### src/rtl/tm1638_pkg.sv
// Shared TM1638 definitions: command bytes, key-reader state encoding and the
// scan-byte to key-vector mapping.
package tm1638_pkg;

  localparam logic [7:0] CMD_READ_KEYS  = 8'h42;
  localparam logic [7:0] CMD_WRITE_AUTO = 8'h40;
  localparam logic [7:0] CMD_DISP_ON    = 8'h88;

  typedef enum logic [2:0] {
    ST_IDLE,
    ST_START,
    ST_CMD,
    ST_WAIT,
    ST_READ,
    ST_STOP
  } key_rd_state_e;

  // Keys k and k+4 live in bits 0 and 4 of scan byte k; other bits are unused.
  function automatic logic [7:0] decode_keys(input logic [31:0] raw);
    logic [7:0] k;
    k = '0;
    for (int i = 0; i < 4; i++) begin
      k[i]     = raw[8*i];
      k[i + 4] = raw[8*i + 4];
    end
    return k;
  endfunction

endpackage

### src/rtl/tm1638_bit_timer.sv
// Half-period timer for the TM1638 serial clock: half_done strobes on the last
// cycle of each CLK_DIV-cycle half, phase flips after it (0 = low half).
module tm1638_bit_timer #(
  parameter int CLK_DIV = 25
) (
  input  logic clk,
  input  logic rs,
  input  logic en,
  input  logic clr,
  output logic half_done,
  output logic phase
);

  localparam int            CW   = $clog2(CLK_DIV) + 1;
  localparam logic [CW-1:0] LAST = CW'(CLK_DIV - 1);

  logic [CW-1:0] cnt_q, cnt_d;
  logic          phase_q, phase_d;

  assign half_done = en && (cnt_q == LAST);
  assign phase     = phase_q;

  // clr wins over en so the owner can restart the count on the edge it changes state.
  always_comb begin
    cnt_d   = cnt_q;
    phase_d = phase_q;
    if (clr) begin
      cnt_d   = '0;
      phase_d = 1'b0;
    end else if (en) begin
      if (cnt_q == LAST) begin
        cnt_d   = '0;
        phase_d = ~phase_q;
      end else begin
        cnt_d = cnt_q + CW'(1);
      end
    end
  end

  always_ff @(posedge clk) begin
    if (rs) begin
      cnt_q   <= '0;
      phase_q <= 1'b0;
    end else begin
      cnt_q   <= cnt_d;
      phase_q <= phase_d;
    end
  end

endmodule

### src/rtl/tm1638_key_reader.sv
// TM1638 key-scan reader: sends command 0x42, releases DIO, waits Twait, clocks
// in four scan bytes and publishes them with the decoded 8-key vector.
module tm1638_key_reader
  import tm1638_pkg::*;
#(
  parameter int CLK_DIV  = 25,
  parameter int WAIT_CYC = 100
) (
  input  logic        clk_50M,
  input  logic        rs,
  input  logic        start,
  output logic        busy,
  output logic [7:0]  keys,
  output logic [31:0] keys_raw,
  output logic        valid,
  output logic        tm_clk,
  output logic        tm_stb,
  output logic        dio_out,
  output logic        dio_oe,
  input  logic        dio_in
);

  localparam int            WW        = $clog2(WAIT_CYC) + 1;
  localparam logic [WW-1:0] WAIT_LAST = WW'(WAIT_CYC - 1);

  key_rd_state_e state_q, state_d;
  logic [4:0]    bit_cnt_q, bit_cnt_d, bit_nxt;
  logic [WW-1:0] wait_cnt_q, wait_cnt_d;
  logic [31:0]   shift_q, shift_d;
  logic          tm_clk_q, tm_clk_d, tm_stb_q, tm_stb_d;
  logic          dio_out_q, dio_out_d, dio_oe_q, dio_oe_d;
  logic          busy_q, busy_d, valid_q, valid_d;
  logic [7:0]    keys_q, keys_d;
  logic [31:0]   keys_raw_q, keys_raw_d;
  logic          tmr_en, tmr_clr, half_done, phase;

  tm1638_bit_timer #(.CLK_DIV(CLK_DIV)) u_timer (
    .clk       (clk_50M),
    .rs        (rs),
    .en        (tmr_en),
    .clr       (tmr_clr),
    .half_done (half_done),
    .phase     (phase)
  );

  // Handshake: start is a single-cycle request honoured only in IDLE (busy=0);
  // busy covers the whole frame and valid pulses once as busy falls.
  // Pin registers hold their value and change only on half/state boundaries.
  always_comb begin
    state_d    = state_q;
    bit_cnt_d  = bit_cnt_q;
    wait_cnt_d = wait_cnt_q;
    shift_d    = shift_q;
    tm_clk_d   = tm_clk_q;
    tm_stb_d   = tm_stb_q;
    dio_out_d  = dio_out_q;
    dio_oe_d   = dio_oe_q;
    busy_d     = busy_q;
    valid_d    = 1'b0;
    keys_d     = keys_q;
    keys_raw_d = keys_raw_q;
    tmr_en     = 1'b0;
    tmr_clr    = 1'b0;
    bit_nxt    = bit_cnt_q + 5'd1;
    unique case (state_q)
      ST_IDLE: begin
        if (start) begin
          state_d   = ST_START;
          busy_d    = 1'b1;
          tm_stb_d  = 1'b0;
          tm_clk_d  = 1'b1;
          dio_oe_d  = 1'b1;
          dio_out_d = 1'b1;
          bit_cnt_d = '0;
        end
      end
      ST_START: begin
        tmr_en = 1'b1;
        if (half_done) begin
          state_d   = ST_CMD;
          tmr_clr   = 1'b1;
          tm_clk_d  = 1'b0;
          dio_out_d = CMD_READ_KEYS[0];
        end
      end
      ST_CMD: begin
        tmr_en = 1'b1;
        if (half_done) begin
          if (!phase) begin
            tm_clk_d = 1'b1;
          end else if (bit_cnt_q == 5'd7) begin
            state_d    = ST_WAIT;
            tmr_clr    = 1'b1;
            bit_cnt_d  = '0;
            wait_cnt_d = '0;
            dio_oe_d   = 1'b0;
            dio_out_d  = 1'b1;
          end else begin
            bit_cnt_d = bit_nxt;
            tm_clk_d  = 1'b0;
            dio_out_d = CMD_READ_KEYS[bit_nxt[2:0]];
          end
        end
      end
      ST_WAIT: begin
        if (wait_cnt_q == WAIT_LAST) begin
          state_d  = ST_READ;
          tm_clk_d = 1'b0;
        end else begin
          wait_cnt_d = wait_cnt_q + WW'(1);
        end
      end
      ST_READ: begin
        tmr_en = 1'b1;
        if (half_done) begin
          if (!phase) begin
            tm_clk_d = 1'b1;
          end else begin
            // Last cycle of the high half: the device's bit has been stable since the fall.
            shift_d = {dio_in, shift_q[31:1]};
            if (bit_cnt_q == 5'd31) begin
              state_d = ST_STOP;
              tmr_clr = 1'b1;
            end else begin
              bit_cnt_d = bit_nxt;
              tm_clk_d  = 1'b0;
            end
          end
        end
      end
      ST_STOP: begin
        tmr_en = 1'b1;
        if (half_done) begin
          state_d    = ST_IDLE;
          tmr_clr    = 1'b1;
          tm_stb_d   = 1'b1;
          busy_d     = 1'b0;
          valid_d    = 1'b1;
          keys_raw_d = shift_q;
          keys_d     = decode_keys(shift_q);
        end
      end
      default: state_d = ST_IDLE;
    endcase
  end

  always_ff @(posedge clk_50M) begin
    if (rs) begin
      state_q    <= ST_IDLE;
      bit_cnt_q  <= '0;
      wait_cnt_q <= '0;
      shift_q    <= '0;
      tm_clk_q   <= 1'b1;
      tm_stb_q   <= 1'b1;
      dio_out_q  <= 1'b1;
      dio_oe_q   <= 1'b0;
      busy_q     <= 1'b0;
      valid_q    <= 1'b0;
      keys_q     <= '0;
      keys_raw_q <= '0;
    end else begin
      state_q    <= state_d;
      bit_cnt_q  <= bit_cnt_d;
      wait_cnt_q <= wait_cnt_d;
      shift_q    <= shift_d;
      tm_clk_q   <= tm_clk_d;
      tm_stb_q   <= tm_stb_d;
      dio_out_q  <= dio_out_d;
      dio_oe_q   <= dio_oe_d;
      busy_q     <= busy_d;
      valid_q    <= valid_d;
      keys_q     <= keys_d;
      keys_raw_q <= keys_raw_d;
    end
  end

  assign busy     = busy_q;
  assign valid    = valid_q;
  assign keys     = keys_q;
  assign keys_raw = keys_raw_q;
  assign tm_clk   = tm_clk_q;
  assign tm_stb   = tm_stb_q;
  assign dio_out  = dio_out_q;
  assign dio_oe   = dio_oe_q;

endmodule

### config.mk
export PLATFORM = sky130hd
export DESIGN_NAME = tm1638_key_reader
export DESIGN_NICKNAME = d
export VERILOG_FILES = /design/src/rtl/tm1638_pkg.sv /design/src/rtl/tm1638_bit_timer.sv /design/src/rtl/tm1638_key_reader.sv
export SDC_FILE = /design/constraint.sdc
export NUM_CORES = 1
export LEC_CHECK = 0
export CORE_MARGIN = 2
export CORE_UTILIZATION = 59
export DETAILED_ROUTE_END_ITERATION = 6
export PLACE_DENSITY = 0.84
export SETUP_SLACK_MARGIN = 0.05
export SLEW_MARGIN = 5
export SYNTH_ARGS = -nofsm -noshare
export SYNTH_HDL_FRONTEND = slang
export SYNTH_SLANG_ARGS = --single-unit
### constraint.sdc
create_clock -name clk_50M -period 4.3 [get_ports clk_50M]
set_input_delay 0.86 -clock clk_50M [delete_from_list [all_inputs] [get_ports clk_50M]]
set_output_delay 0.86 -clock clk_50M [all_outputs]
set_load 0.01 [all_outputs]
==> results.ini <==
[outcome]
status = completed

[synth]
synth_cell_types = 52
yosys-top-cells-area = dfxtp_1, nand2_1, a21oi_1, nor2_1, ha_1
synth_fp_nets = 510
synth_warnings = 0
synth_edf_count = 0
yosysTopAreaCell = dfxtp_1
synth_top_area_share = 0.470
yosysSeqAreaShare = 0.470
synth_cells = 499
synth-seq-cells = 93
synthArstFlopShare = 0
postSynthAreaPerCell_um2 = 7.94
synth_common_cells = nand2_1, dfxtp_1, a21oi_1, nor2_1, clkbuf_1
synth.most_common_cell = nand2_1
synth_area_mm2 = 0.00396
synth-main-ff-cell = dfxtp_1

[cells_and_area]
nFillCells = 524
antennaDiodeCount = 0
nets = 534
syn_to_final_growth_pct = 15.4
finish.utilization = 0.712
drive_above_1_share = 0.0587
finalInstanceArea_mm2 = 0.00457

[cts]
numCtsBuffers = 9
clkTransAtPathRegs_ns = 0.09
cts_buffer_depth = 2
cts.repair.resized = 0
cts_tree = yes
clk_latency_ns = 0.35
cts_hold_buf = 0
htreeDepth = 3
cts.sinks = 93
post_cts_buffers = 0
cts.root.buffer_cell = clkbuf_8

[timing]
setup_viol = 0
finalMaxSlewViolations = 0
finalHoldViolations = 0
fmax_mhz = 360
slew_headroom = 0.242
finalCritPeriodShare = 0.646
tightest_slew_ns = 1.14
fin_ws_ns = 1.52
final.setup.tns_ns = 0
worst_clock_skew_ns = 0.00717
rsz0062_at_grt = false
timing.final.crit_period_ns = 2.78

[pwr]
switching_power_mw = 0.395
p_int_mw = 1.15
p_comb_frac = 0.063
p_leak_nw = 1.53
swShare = 0.256
vdd_drop_max_mv = 0.227
totalPowerFinal_mw = 1.54
p_seq_frac = 0.575
power_density_mw_per_mm2 = 337
power.clock.fraction = 0.363

[setup_path]
critPathKind = reg -> reg
worst_ep_required_time_ns = 4.57
cp-start-kind = flip-flop
worstSetupEndpointType = flip-flop
arrival_ns = 3.05
crit_fanout = 32

[worst_hold_path]
hold_class = reg -> reg

[grt]
grtUsageTotal = 0.228
grt_pass1_wl_um = 14000
grt_antenna_before_repair = 0
grt_pass1_vias = 3072
overflow = 0
grt_max_degree = 55

[floorplan]
die-width_um = 86.0
start_util = 0.617
ioPinCount = 50
fp.dieH_um = 86.0
fp.dieArea_mm2 = 0.00739
rows = 29
core_area_mm2 = 0.00642

[place]
io_buffer_count = 49
dpl_worst_slack_ns = 1.39
hpwl_um = 5370
place_congestion = 0.937
placed_area_mm2 = 0.00438

[drt]
vias = 3401
postRouteAntennaNets = 0
via_per_inst = 5.62
wl_per_cell_um = 13.6
drc = 0
routed_wl_um = 8210
first_pass_iters = 5
drt_iter0_drc = 335

[flow_run]
max_cap_violations = 0

worst max-delay path: stages (launching register included):
cell and delay, ns:
dfxtp_1 0.36, inv_1 0.07, ha_1 0.15, or3b_2 0.47
nor2_2 0.34, and3_1 0.99, nand2_1 0.15, a21oi_1 0.16
layout make-up:
class                   instances  area, um2  share of cell area
repair buffers                 53        515               0.113
flip-flops and latches         93       1860               0.407
well taps                      77       96.3              0.0211
inverters                       8       30.0             0.00657
multi-input cells             358       1880               0.411
clock inverters                 6       53.8              0.0118
clock buffers                  10        138              0.0301
per-stage QoR:
stage	hold slack, ns	std cells
after CTS	0.452	605
after floorplan	0.432	499
after global placement	0.434	589
after detailed placement	0.438	589
final	0.448	605
after global routing	0.482	605
cells in the final DEF (no fill, tap or decap), types with 7 or more instances in the layout:
cell type	Yosys	final
a21oi_1	77	77
clkbuf_8	0	10
clkdlybuf4s50_1	0	48
dfxtp_1	93	93
ha_1	7	7
inv_1	8	8
nand2_1	145	145
nand2b_1	7	7
nor2_1	25	25
o21ai_0	9	9
xor2_1	9	9
power groups by stage:
stage / registers, mW / clock network [mW] / logic [mW]
after floorplan: 0.898 / 0 / 0.0766
after global placement: 0.905 / 0 / 0.0944
after detailed placement: 0.906 / 0 / 0.0953
after CTS: 0.886 / 0.565 / 0.0961
after global routing: 0.888 / 0.602 / 0.108
final: 0.886 / 0.560 / 0.0964
routing by layer:
metal	wire, um	global-route usage
met4	52	0.0664
met3	382	0.0375
met1	3870	0.323
met5	0	0
met2	3910	0.361
sequential cells by signal, summed over array words and instances, names as in the netlist:
register / flops
shift_q: 32
keys_raw: 25
wait_cnt_q: 8
keys: 7
u_timer.cnt_q: 6
bit_cnt_q: 5
state_q: 3
busy: 1
dio_oe: 1
dio_out: 1
tm_clk: 1
tm_stb: 1
u_timer.phase: 1
valid: 1
final timing paths:
| kind | from | end | slack [ns] | cells past startpoint |
|---|---|---|---|---|
| worst max-delay path | u_timer.cnt_q[0] | shift_q[6] | 1.52 | 7 |
| worst min-delay path | dio_oe | dio_oe | 0.45 | 2 |
| worst max register to register | u_timer.cnt_q[0] | shift_q[6] | 1.52 | 7 |
| worst min register to register | dio_oe | dio_oe | 0.45 | 2 |
logic make-up (layout without fill, tap and decap cells):
| kind of cell | count (synthesis) | after routing | synth area share |
|---|---|---|---|
| compound gates | 112 | 112 | 0.160 |
| xor+xnor | 12 | 12 | 0.0265 |
| fa+ha+maj | 7 | 7 | 0.0221 |
| buf+inv | 48 | 77 | 0.0578 |
| flops | 93 | 93 | 0.470 |
| mux | 5 | 5 | 0.0129 |
| simple gates | 222 | 222 | 0.251 |
(Power assumes the default switching activity.)
